## src/rtl/cpu_types_pkg.sv

```systemverilog
// Shared CPU memory-side types: RAM handshake state, arbiter FSM state,
// bus owner and the word loaded on an errored or timed-out access.
package cpu_types_pkg;

  typedef logic [31:0] word_t;

  typedef enum logic [1:0] {FREE, BUSY, ACCESS, ERROR} ramstate_t;

  typedef enum logic [1:0] {IDLE, IGNT, DGNT, RESP} arb_state_t;

  typedef enum logic {I, D} arb_owner_t;

  localparam word_t ARB_ERR_WORD = 32'hBAD1BAD1;

endpackage

```

## src/rtl/arbiter_if.sv

```systemverilog
// Cache/RAM signal bundle around memory_arbiter: arb is the arbiter's view,
// cache the requester side, tb drives both the caches and the RAM model.
interface arbiter_if;
  import cpu_types_pkg::*;

  logic      iREN;
  word_t     iaddr;
  word_t     iload;
  logic      iwait;
  logic      dREN;
  logic      dWEN;
  word_t     daddr;
  word_t     dstore;
  word_t     dload;
  logic      dwait;
  logic      ramREN;
  logic      ramWEN;
  word_t     ramaddr;
  word_t     ramstore;
  word_t     ramload;
  ramstate_t ramstate;
  logic      ram_err;

  modport arb (
    input  iREN, iaddr, dREN, dWEN, daddr, dstore, ramload, ramstate,
    output iload, iwait, dload, dwait, ramREN, ramWEN, ramaddr, ramstore, ram_err
  );

  modport cache (
    output iREN, iaddr, dREN, dWEN, daddr, dstore,
    input  iload, iwait, dload, dwait, ram_err
  );

  modport tb (
    output iREN, iaddr, dREN, dWEN, daddr, dstore, ramload, ramstate,
    input  iload, iwait, dload, dwait, ramREN, ramWEN, ramaddr, ramstore, ram_err
  );

endinterface

```

## src/rtl/arb_starve_ctr.sv

```systemverilog
// Counts consecutive data grants taken while a fetch is pending and raises
// o_force once LIMIT is reached, so the next arbitration goes to fetch.
module arb_starve_ctr #(
  parameter int LIMIT = 4
) (
  input  logic clk,
  input  logic rst,
  input  logic i_dgnt_entry,
  input  logic i_ignt_entry,
  input  logic i_iren,
  output logic o_force
);

  localparam logic [7:0] CNT_LIM = 8'(LIMIT);

  logic [7:0] r_cnt;

  always_ff @(posedge clk or posedge rst) begin
    if (rst) begin
      r_cnt <= '0;
    end else if (i_ignt_entry) begin
      r_cnt <= '0;
    end else if (i_dgnt_entry) begin
      if (!i_iren)
        r_cnt <= '0;
      else if (r_cnt != 8'hFF)
        r_cnt <= r_cnt + 8'd1;
    end
  end

  assign o_force = i_iren && (r_cnt == CNT_LIM);

endmodule

```

## src/rtl/memory_arbiter.sv

```systemverilog
// Shares one RAM port between fetch and data requesters, data first.
// Build with ARB_FAIRNESS_EN to force a fetch grant after STARVE_LIMIT data grants.
// state | meaning
// IDLE  | arbitrate pending requests
// IGNT  | fetch owns the RAM port
// DGNT  | data owns the RAM port
// RESP  | one-cycle completion, owner's wait low
module memory_arbiter
  import cpu_types_pkg::*;
#(
  parameter int TIMEOUT      = 255,
  parameter int STARVE_LIMIT = 4
) (
  input  logic  CLK,
  input  logic  RST,
  arbiter_if.arb bus
);

  localparam logic [7:0] TMO_LIM = 8'(TIMEOUT);

  arb_state_t r_state, w_next;
  arb_owner_t r_owner, w_next_owner;
  logic [7:0] r_tmo;
  word_t      r_iload, r_dload;
  logic       r_err;

  logic  w_dreq, w_own_req, w_in_grant, w_force;
  logic  w_done_ok, w_done_err;
  word_t w_load_val;

  assign w_dreq     = bus.dREN | bus.dWEN;
  assign w_own_req  = (r_owner == I) ? bus.iREN : w_dreq;
  assign w_in_grant = (r_state == IGNT) || (r_state == DGNT);

`ifdef ARB_FAIRNESS_EN
  logic w_dgnt_entry, w_ignt_entry;

  assign w_dgnt_entry = (r_state == IDLE) && (w_next == DGNT);
  assign w_ignt_entry = (r_state == IDLE) && (w_next == IGNT);

  arb_starve_ctr #(.LIMIT(STARVE_LIMIT)) u_starve (
    .clk          (CLK),
    .rst          (RST),
    .i_dgnt_entry (w_dgnt_entry),
    .i_ignt_entry (w_ignt_entry),
    .i_iren       (bus.iREN),
    .o_force      (w_force)
  );
`else
  localparam int UNUSED_STARVE_LIMIT = STARVE_LIMIT;
  assign w_force = 1'b0;
`endif

  always_comb begin
    w_next       = r_state;
    w_next_owner = r_owner;
    w_done_ok    = 1'b0;
    w_done_err   = 1'b0;
    case (r_state)
      IDLE: begin
        if (w_dreq && !w_force) begin
          w_next       = DGNT;
          w_next_owner = D;
        end else if (bus.iREN) begin
          w_next       = IGNT;
          w_next_owner = I;
        end
      end
      IGNT, DGNT: begin
        // Completion beats abort: an access the RAM already finished is kept.
        if (bus.ramstate == ACCESS) begin
          w_next    = RESP;
          w_done_ok = 1'b1;
        end else if (bus.ramstate == ERROR || r_tmo == TMO_LIM) begin
          w_next     = RESP;
          w_done_err = 1'b1;
        end else if (!w_own_req) begin
          w_next = IDLE;
        end
      end
      default: w_next = IDLE;
    endcase
  end

  assign w_load_val = w_done_err ? ARB_ERR_WORD : bus.ramload;

  always_ff @(posedge CLK or posedge RST) begin
    if (RST) begin
      r_state <= IDLE;
      r_owner <= I;
      r_tmo   <= '0;
      r_iload <= '0;
      r_dload <= '0;
      r_err   <= 1'b0;
    end else begin
      r_state <= w_next;
      r_owner <= w_next_owner;
      if (!w_in_grant)
        r_tmo <= '0;
      else if (r_tmo != 8'hFF)
        r_tmo <= r_tmo + 8'd1;
      if (w_done_ok || w_done_err) begin
        if (r_owner == I)
          r_iload <= w_load_val;
        else
          r_dload <= w_load_val;
      end
      if (w_done_err)
        r_err <= 1'b1;
    end
  end

  always_comb begin
    bus.ramREN   = 1'b0;
    bus.ramWEN   = 1'b0;
    bus.ramaddr  = '0;
    bus.ramstore = '0;
    case (r_state)
      IGNT: begin
        bus.ramREN  = 1'b1;
        bus.ramaddr = bus.iaddr;
      end
      DGNT: begin
        bus.ramaddr  = bus.daddr;
        bus.ramstore = bus.dstore;
        if (bus.dWEN)
          bus.ramWEN = 1'b1;
        else
          bus.ramREN = 1'b1;
      end
      default: ;
    endcase
  end

  assign bus.iload   = r_iload;
  assign bus.dload   = r_dload;
  assign bus.iwait   = !((r_state == RESP) && (r_owner == I));
  assign bus.dwait   = !((r_state == RESP) && (r_owner == D));
  assign bus.ram_err = r_err;

endmodule

```

## src/flat_wrapper.sv

```systemverilog
// flat-port wrapper written by rule: the top's interface ports become plain ports
module memory_arbiter_flat import cpu_types_pkg::*;
#(
  parameter int TIMEOUT      = 255,
  parameter int STARVE_LIMIT = 4
)
  (CLK, RST, bus_iREN, bus_iaddr, bus_dREN, bus_dWEN, bus_daddr, bus_dstore, bus_ramload, bus_ramstate, bus_iload, bus_iwait, bus_dload, bus_dwait, bus_ramREN, bus_ramWEN, bus_ramaddr, bus_ramstore, bus_ram_err);
  arbiter_if bus_i ();
  input  logic CLK;
  input  logic RST;
  input wire logic [$bits(bus_i.iREN)-1:0] bus_iREN;
  input wire logic [$bits(bus_i.iaddr)-1:0] bus_iaddr;
  input wire logic [$bits(bus_i.dREN)-1:0] bus_dREN;
  input wire logic [$bits(bus_i.dWEN)-1:0] bus_dWEN;
  input wire logic [$bits(bus_i.daddr)-1:0] bus_daddr;
  input wire logic [$bits(bus_i.dstore)-1:0] bus_dstore;
  input wire logic [$bits(bus_i.ramload)-1:0] bus_ramload;
  input wire logic [$bits(bus_i.ramstate)-1:0] bus_ramstate;
  output wire logic [$bits(bus_i.iload)-1:0] bus_iload;
  output wire logic [$bits(bus_i.iwait)-1:0] bus_iwait;
  output wire logic [$bits(bus_i.dload)-1:0] bus_dload;
  output wire logic [$bits(bus_i.dwait)-1:0] bus_dwait;
  output wire logic [$bits(bus_i.ramREN)-1:0] bus_ramREN;
  output wire logic [$bits(bus_i.ramWEN)-1:0] bus_ramWEN;
  output wire logic [$bits(bus_i.ramaddr)-1:0] bus_ramaddr;
  output wire logic [$bits(bus_i.ramstore)-1:0] bus_ramstore;
  output wire logic [$bits(bus_i.ram_err)-1:0] bus_ram_err;
  assign bus_i.iREN = bus_iREN;
  assign bus_i.iaddr = bus_iaddr;
  assign bus_i.dREN = bus_dREN;
  assign bus_i.dWEN = bus_dWEN;
  assign bus_i.daddr = bus_daddr;
  assign bus_i.dstore = bus_dstore;
  assign bus_i.ramload = bus_ramload;
  assign bus_i.ramstate = bus_ramstate;
  assign bus_iload = bus_i.iload;
  assign bus_iwait = bus_i.iwait;
  assign bus_dload = bus_i.dload;
  assign bus_dwait = bus_i.dwait;
  assign bus_ramREN = bus_i.ramREN;
  assign bus_ramWEN = bus_i.ramWEN;
  assign bus_ramaddr = bus_i.ramaddr;
  assign bus_ramstore = bus_i.ramstore;
  assign bus_ram_err = bus_i.ram_err;
  memory_arbiter #(.TIMEOUT(TIMEOUT), .STARVE_LIMIT(STARVE_LIMIT)) u_core (.CLK(CLK), .RST(RST), .bus(bus_i));
endmodule
```

## config.mk

```make
export PLATFORM = sky130hd
export DESIGN_NAME = memory_arbiter_flat
export DESIGN_NICKNAME = d
export VERILOG_FILES = /design/src/rtl/cpu_types_pkg.sv /design/src/rtl/arbiter_if.sv /design/src/rtl/arb_starve_ctr.sv /design/src/rtl/memory_arbiter.sv /design/src/flat_wrapper.sv
export SDC_FILE = /design/constraint.sdc
export NUM_CORES = 1
export LEC_CHECK = 0
export ABC_AREA = 1
export ABC_CLOCK_PERIOD_IN_PS = 2300
export CAP_MARGIN = 20
export CORE_ASPECT_RATIO = 0.6
export CORE_MARGIN = 3
export CORE_UTILIZATION = 34
export DETAILED_ROUTE_END_ITERATION = 8
export GPL_TIMING_DRIVEN = 1
export PLACE_DENSITY = 0.82
export REMOVE_ABC_BUFFERS = 1
export SYNTH_ARGS = -nofsm -noshare
export SYNTH_HDL_FRONTEND = slang
export SYNTH_SLANG_ARGS = --single-unit
```

## constraint.sdc

```tcl
create_clock -name CLK -period 2.3 [get_ports CLK]
set_input_delay 0.46 -clock CLK [delete_from_list [all_inputs] [get_ports CLK]]
set_output_delay 0.46 -clock CLK [all_outputs]
set_load 0.005 [all_outputs]
```

; Yosys cells after proc, flatten, opt, wreduce, memory -nomap -nowiden
; Index checks and enable logic that the tools add are counted.
[classes]
addsub = 1
eq_ne = 10
muxes = 23
bitwise_logic = 2
reduce_logical = 14
[ops]
columns = operator, n
row1 = $mux W32, 2
row2 = $pmux W32 S2, 1
row3 = $mux W8, 2
row4 = $mux W1, 11
row5 = $mux W2, 5
row6 = $add A8 B1 Y8 const B, 1
row7 = $eq A2 B2 Y1 const B, 4
row8 = $eq A8 B8 Y1 const B, 1
row9 = $ne A8 B8 Y1 const B, 1
row10 = $reduce_and A2 Y1, 4
row11 = $ne A4 B4 Y1 const B, 1
row12 = $pmux W2 S2, 1
row13 = $logic_or A1 B1 Y1, 3
row14 = $ne A3 B2 Y1 const B, 1
row15 = $eq A2 B1 Y1 const B, 1
row16 = $logic_and A1 B1 Y1, 2
row17 = $logic_not A1 Y1, 2
row18 = $logic_not A2 Y1, 1
row19 = $ne A2 B2 Y1 const B, 1
row20 = $pmux W1 S2, 1
row21 = $reduce_bool A2 Y1, 1
row22 = $reduce_or A2 Y1, 1
row23 = $not A1 Y1, 1
row24 = $or A1 B1 Y1, 1
[totals]
reg_bits = 76
inputBits = 135
output_inout_bits = 133

; Depth between registers and ports, before layout
[logic_depth]
ltp_word = 7
depth_mapped = 11
ltp_nobuf = 10

; Worst setup path after synthesis
; Ideal clock, no wire load.
[synth_path]
path_kind = reg2out
startpoint = reg u_core.r_state[0]
endpoint = out bus_ramaddr[9]
t_arrival_ns = 1.426
required_ns = 1.840
slack_ns = 0.414
path_stages_with_launch = 7
path_buffers = 2
cell_sequence = dfrtp_1 > inv_1 > ha_1 > clkbuf_1 > clkbuf_1 > nand2_1 > a21oi_1
[synth_between]
elab_chain_cells = 2
word_cells_on_any_way = 3
classes_between = 2 x eq/ne / 1 x mux
[synth_lines]
columns = item, line
row1 = from (decl), memory_arbiter.sv:21  ; arb_state_t r_state, w_next;
row2 = from (signal assigned), memory_arbiter.sv:96  ; r_state <= w_next;
row3 = $eq A2 B2 Y1 or $eq A2 B1 Y1 (tied branches), memory_arbiter.sv:118  ; case (r_state)
row4 = $pmux W32 S2 (*), memory_arbiter.sv:118
row5 = to (decl), flat_wrapper.sv:25  ; output wire logic [$bits(bus_i.ramaddr)-1:0] bus_ramaddr;
; Every way passes the cells marked *; elsewhere a longest branch is shown, timed or not.

; Final worst setup path
[layout_path]
startpoint = reg u_core.r_state[1]
endpoint = out bus_ramaddr[14]
; Same word-level chain as after synthesis.

==> impl_metrics.toml <==
[sta]
tightest_slew_ns = 0.5407
fin_crit_ns = 2.234
hold_violations = 0
finClkSkew_ns = 0.006659
tns_ns = 0
min_period_over_period = 0.9711
timing.fmax_ghz = 0.4477
worst_slack_ns = 0.06640
slew_headroom = 0.6391
rsz0062_at_grt = "false"
setup_violations = 0
hold_slack_ns = 0.4669
slew_violations = 0

[synth]
synth-compound-area-share = 0.1393
synth_most_common_cell = "nand2_1"
syn-cell-area_um2 = 4427
synth_area_leaders = "dfrtp_1 43%, nand2_1 15%, nand4_1 9.0%, inv_1 8.2%, a21boi_2 8.1%"
synth_edf_count = 0
synthArstFlopShare = 1.000
yosysSeqAreaShare = 0.4296
synth_xor_area_frac = 0
yosysWarnings = 0
ys_seq_elements = 76
ys_top_cells_by_count = "176 x nand2_1, 97 x inv_1, 76 x dfrtp_1, 64 x nand4_1, 34 x a21oi_1"
syn_inst = 575
ys.flop_type = "dfrtp_1"
yosysTopAreaCell = "dfrtp_1"
synth_top_family_by_area = "simple AND/OR/NAND/NOR gates"
synth-simple-area-share = 0.2809
synth_fa_ha_area_frac = 0.01696
synth_mux_area_frac = 0
synth.avg_cell_area_um2 = 7.699
netlist.area_leader.share = 0.4296
yosysUniqueCellTypes = 29

[route]
drc = 0
first_iter_violations = 248
route.met3.wl_mm = 1.168
ant_nets = 0
wl_per_cell_um = 16.58
wl_met2_mm = 7.778
wl_mm = 16.68
m1WireLength_mm = 7.547
drt_pass1_iterations = 5
vias_per_cell = 4.727
route.vias.total = 4755
top_layer = "met4"

[layout]
layout.nets = 978
drive_above_1_share = 0.1320
regArea_um2 = 1903
finalInstanceArea_um2 = 7732
final_cells = 1006
fill_cells = 1074
multi_input_area_um2 = 2006
antenna_cells = 0
area_delta_synth_final_pct = 74.68
post-route-util = 0.6249

[global_route]
grt_pass1_wl_mm = 25.43
grt-ovfl-total = 0
antenna_found_initial = 0
grt_pass1_vias = 4716
grt_usage = 0.2201
grt_start_max_net_pins = 66

[place]
postPlaceCellArea_um2 = 7282
gp_congestion = 0.8370
dp_slack_ns = -0.04940
dp.cells = 980
io_buffers = 267
dp_hpwl_mm = 11.74

[floorplanning]
fp.dieW_um = 153.3
start_util = 0.3578
die_h_um = 94.39
core_area_um2 = 12370
rows = 31
dieArea_um2 = 14470
ioPinCount = 268

[job]
max-cap-violations = 0

[clock_network]
clkTransAtPathRegs_ns = 0.06
cts_hold_buf = 0
clock_sinks = 76
h-tree-depth = 3
cts-buffers-inserted = 9
cts-root-buf = "clkbuf_16"
clk_latency_ns = 0.33
clock_path_buffers = 2
cts_tree = "done"

[outcome]
outcome = "complete, no violations"

[hold_path]
hp-class = "reg2reg"

[critical_path]
worstSetupEndpointType = "output pin"
critPathArrivalTime_ns = 1.77
max_stage_delay_ns = 0.42
cp.required_ns = 1.84
crit_top_cell = "buf_12"
path_cells = "buf_6 > ha_4 > buf_12 > buf_12 > nand2_1 > a21oi_1 > dlygate4sd2_1"
crit_type = "reg2out"
crit_fanout = 12
cpMaxStageDelayCell = "dfrtp_2"
start_kind = "flip-flop"

[power]
p_total_mw = 8.788
ir_worst_vdd_mv = 0.5158
power_density_nw_per_um2 = 1137
p_leak_nw = 3.972
-- cells by family after synthesis --
| family | after synthesis |
|---|---|
| simple gates | 272 |
| buf+inv | 142 |
| compound gates | 79 |
| flops | 76 |
| fa+ha+maj | 6 |
-- cells in the final DEF (no fill, tap or decap), drive strengths merged --
master / n
and3: 1
nor2: 18
a21oi: 34
a211oi: 2
ha: 6
nand3: 5
nor4: 1
dlymetal6s2s: 3
bufbuf: 1
inv: 97
nand2: 182
clkdlybuf4s50: 207
a31oi: 2
bufinv: 2
clkbuf: 24
o21ai: 3
buf: 25
o21bai: 1
nand4: 64
nor3: 1
dlygate4sd2: 44
o22ai: 1
clkinv: 5
dfrtp: 76
a21boi: 36
-- per-layer routing --
metal	track usage	up-vias
met5	0	-
met4	0.04448	0
met3	0.06136	17
met2	0.3353	163
met1	0.3156	2226
li1	-	2349
-- timing repair --
item,CTS,global route
pin swaps,1,2
setup endpoints to repair,66,21
resized for setup,86,21
buffers inserted,5,3
cloned,3,0
endpoints found under the hold margin,0,0
-- registers in the layout, indices dropped and copies added, names as in the netlist --
| signal | cells |
|---|---|
| u_core.bus.dload | 32 |
| u_core.r_state | 2 |
| u_core.bus.iload | 32 |
| u_core.bus.ram_err | 1 |
| u_core.r_owner | 1 |
| u_core.r_tmo | 8 |
-- final timing paths --
kind | start | to | slack, ns | cells after the start
max reg2reg | u_core.r_state[0] | u_core.bus.iload[4] | 0.29 | 6
min reg2reg | u_core.bus.iload[26] | u_core.bus.iload[26] | 0.47 | 2
max in group asynchronous | RST | u_core.r_state[1] | 1.19 | 3
min in group asynchronous | RST | u_core.bus.dload[5] | 0.48 | 2
min | u_core.bus.iload[26] | u_core.bus.iload[26] | 0.47 | 2
max | u_core.r_state[1] | bus_ramaddr[14] | 0.07 | 7
-- worst max-delay path, delay by kind of cell (launching register included) --
kind | cells | cell delay (ns)
and+or+nand+nor | 1 | 0.09
adders and majority gates | 1 | 0.19
buffers and inverters | 4 | 0.67
DFF | 1 | 0.42
AOI/OAI and AO/OA | 1 | 0.07
-- cell type report --
cell class                      count  share of cell area
Multi-Input combinational cell    357              0.2594
Inverter                          100             0.04887
Clock inverter                      4            0.009547
Sequential cell                    76              0.2461
Timing Repair Buffer              293              0.3780
Clock buffer                       11             0.03139
Tap cell                          165             0.02670
-- where the power goes --
part           switching (mW)  internal, mW
Combinational            2.59          2.52
Clock                   0.531         0.974
Sequential              0.328          1.85
Power figures use the tool's default switching activity.
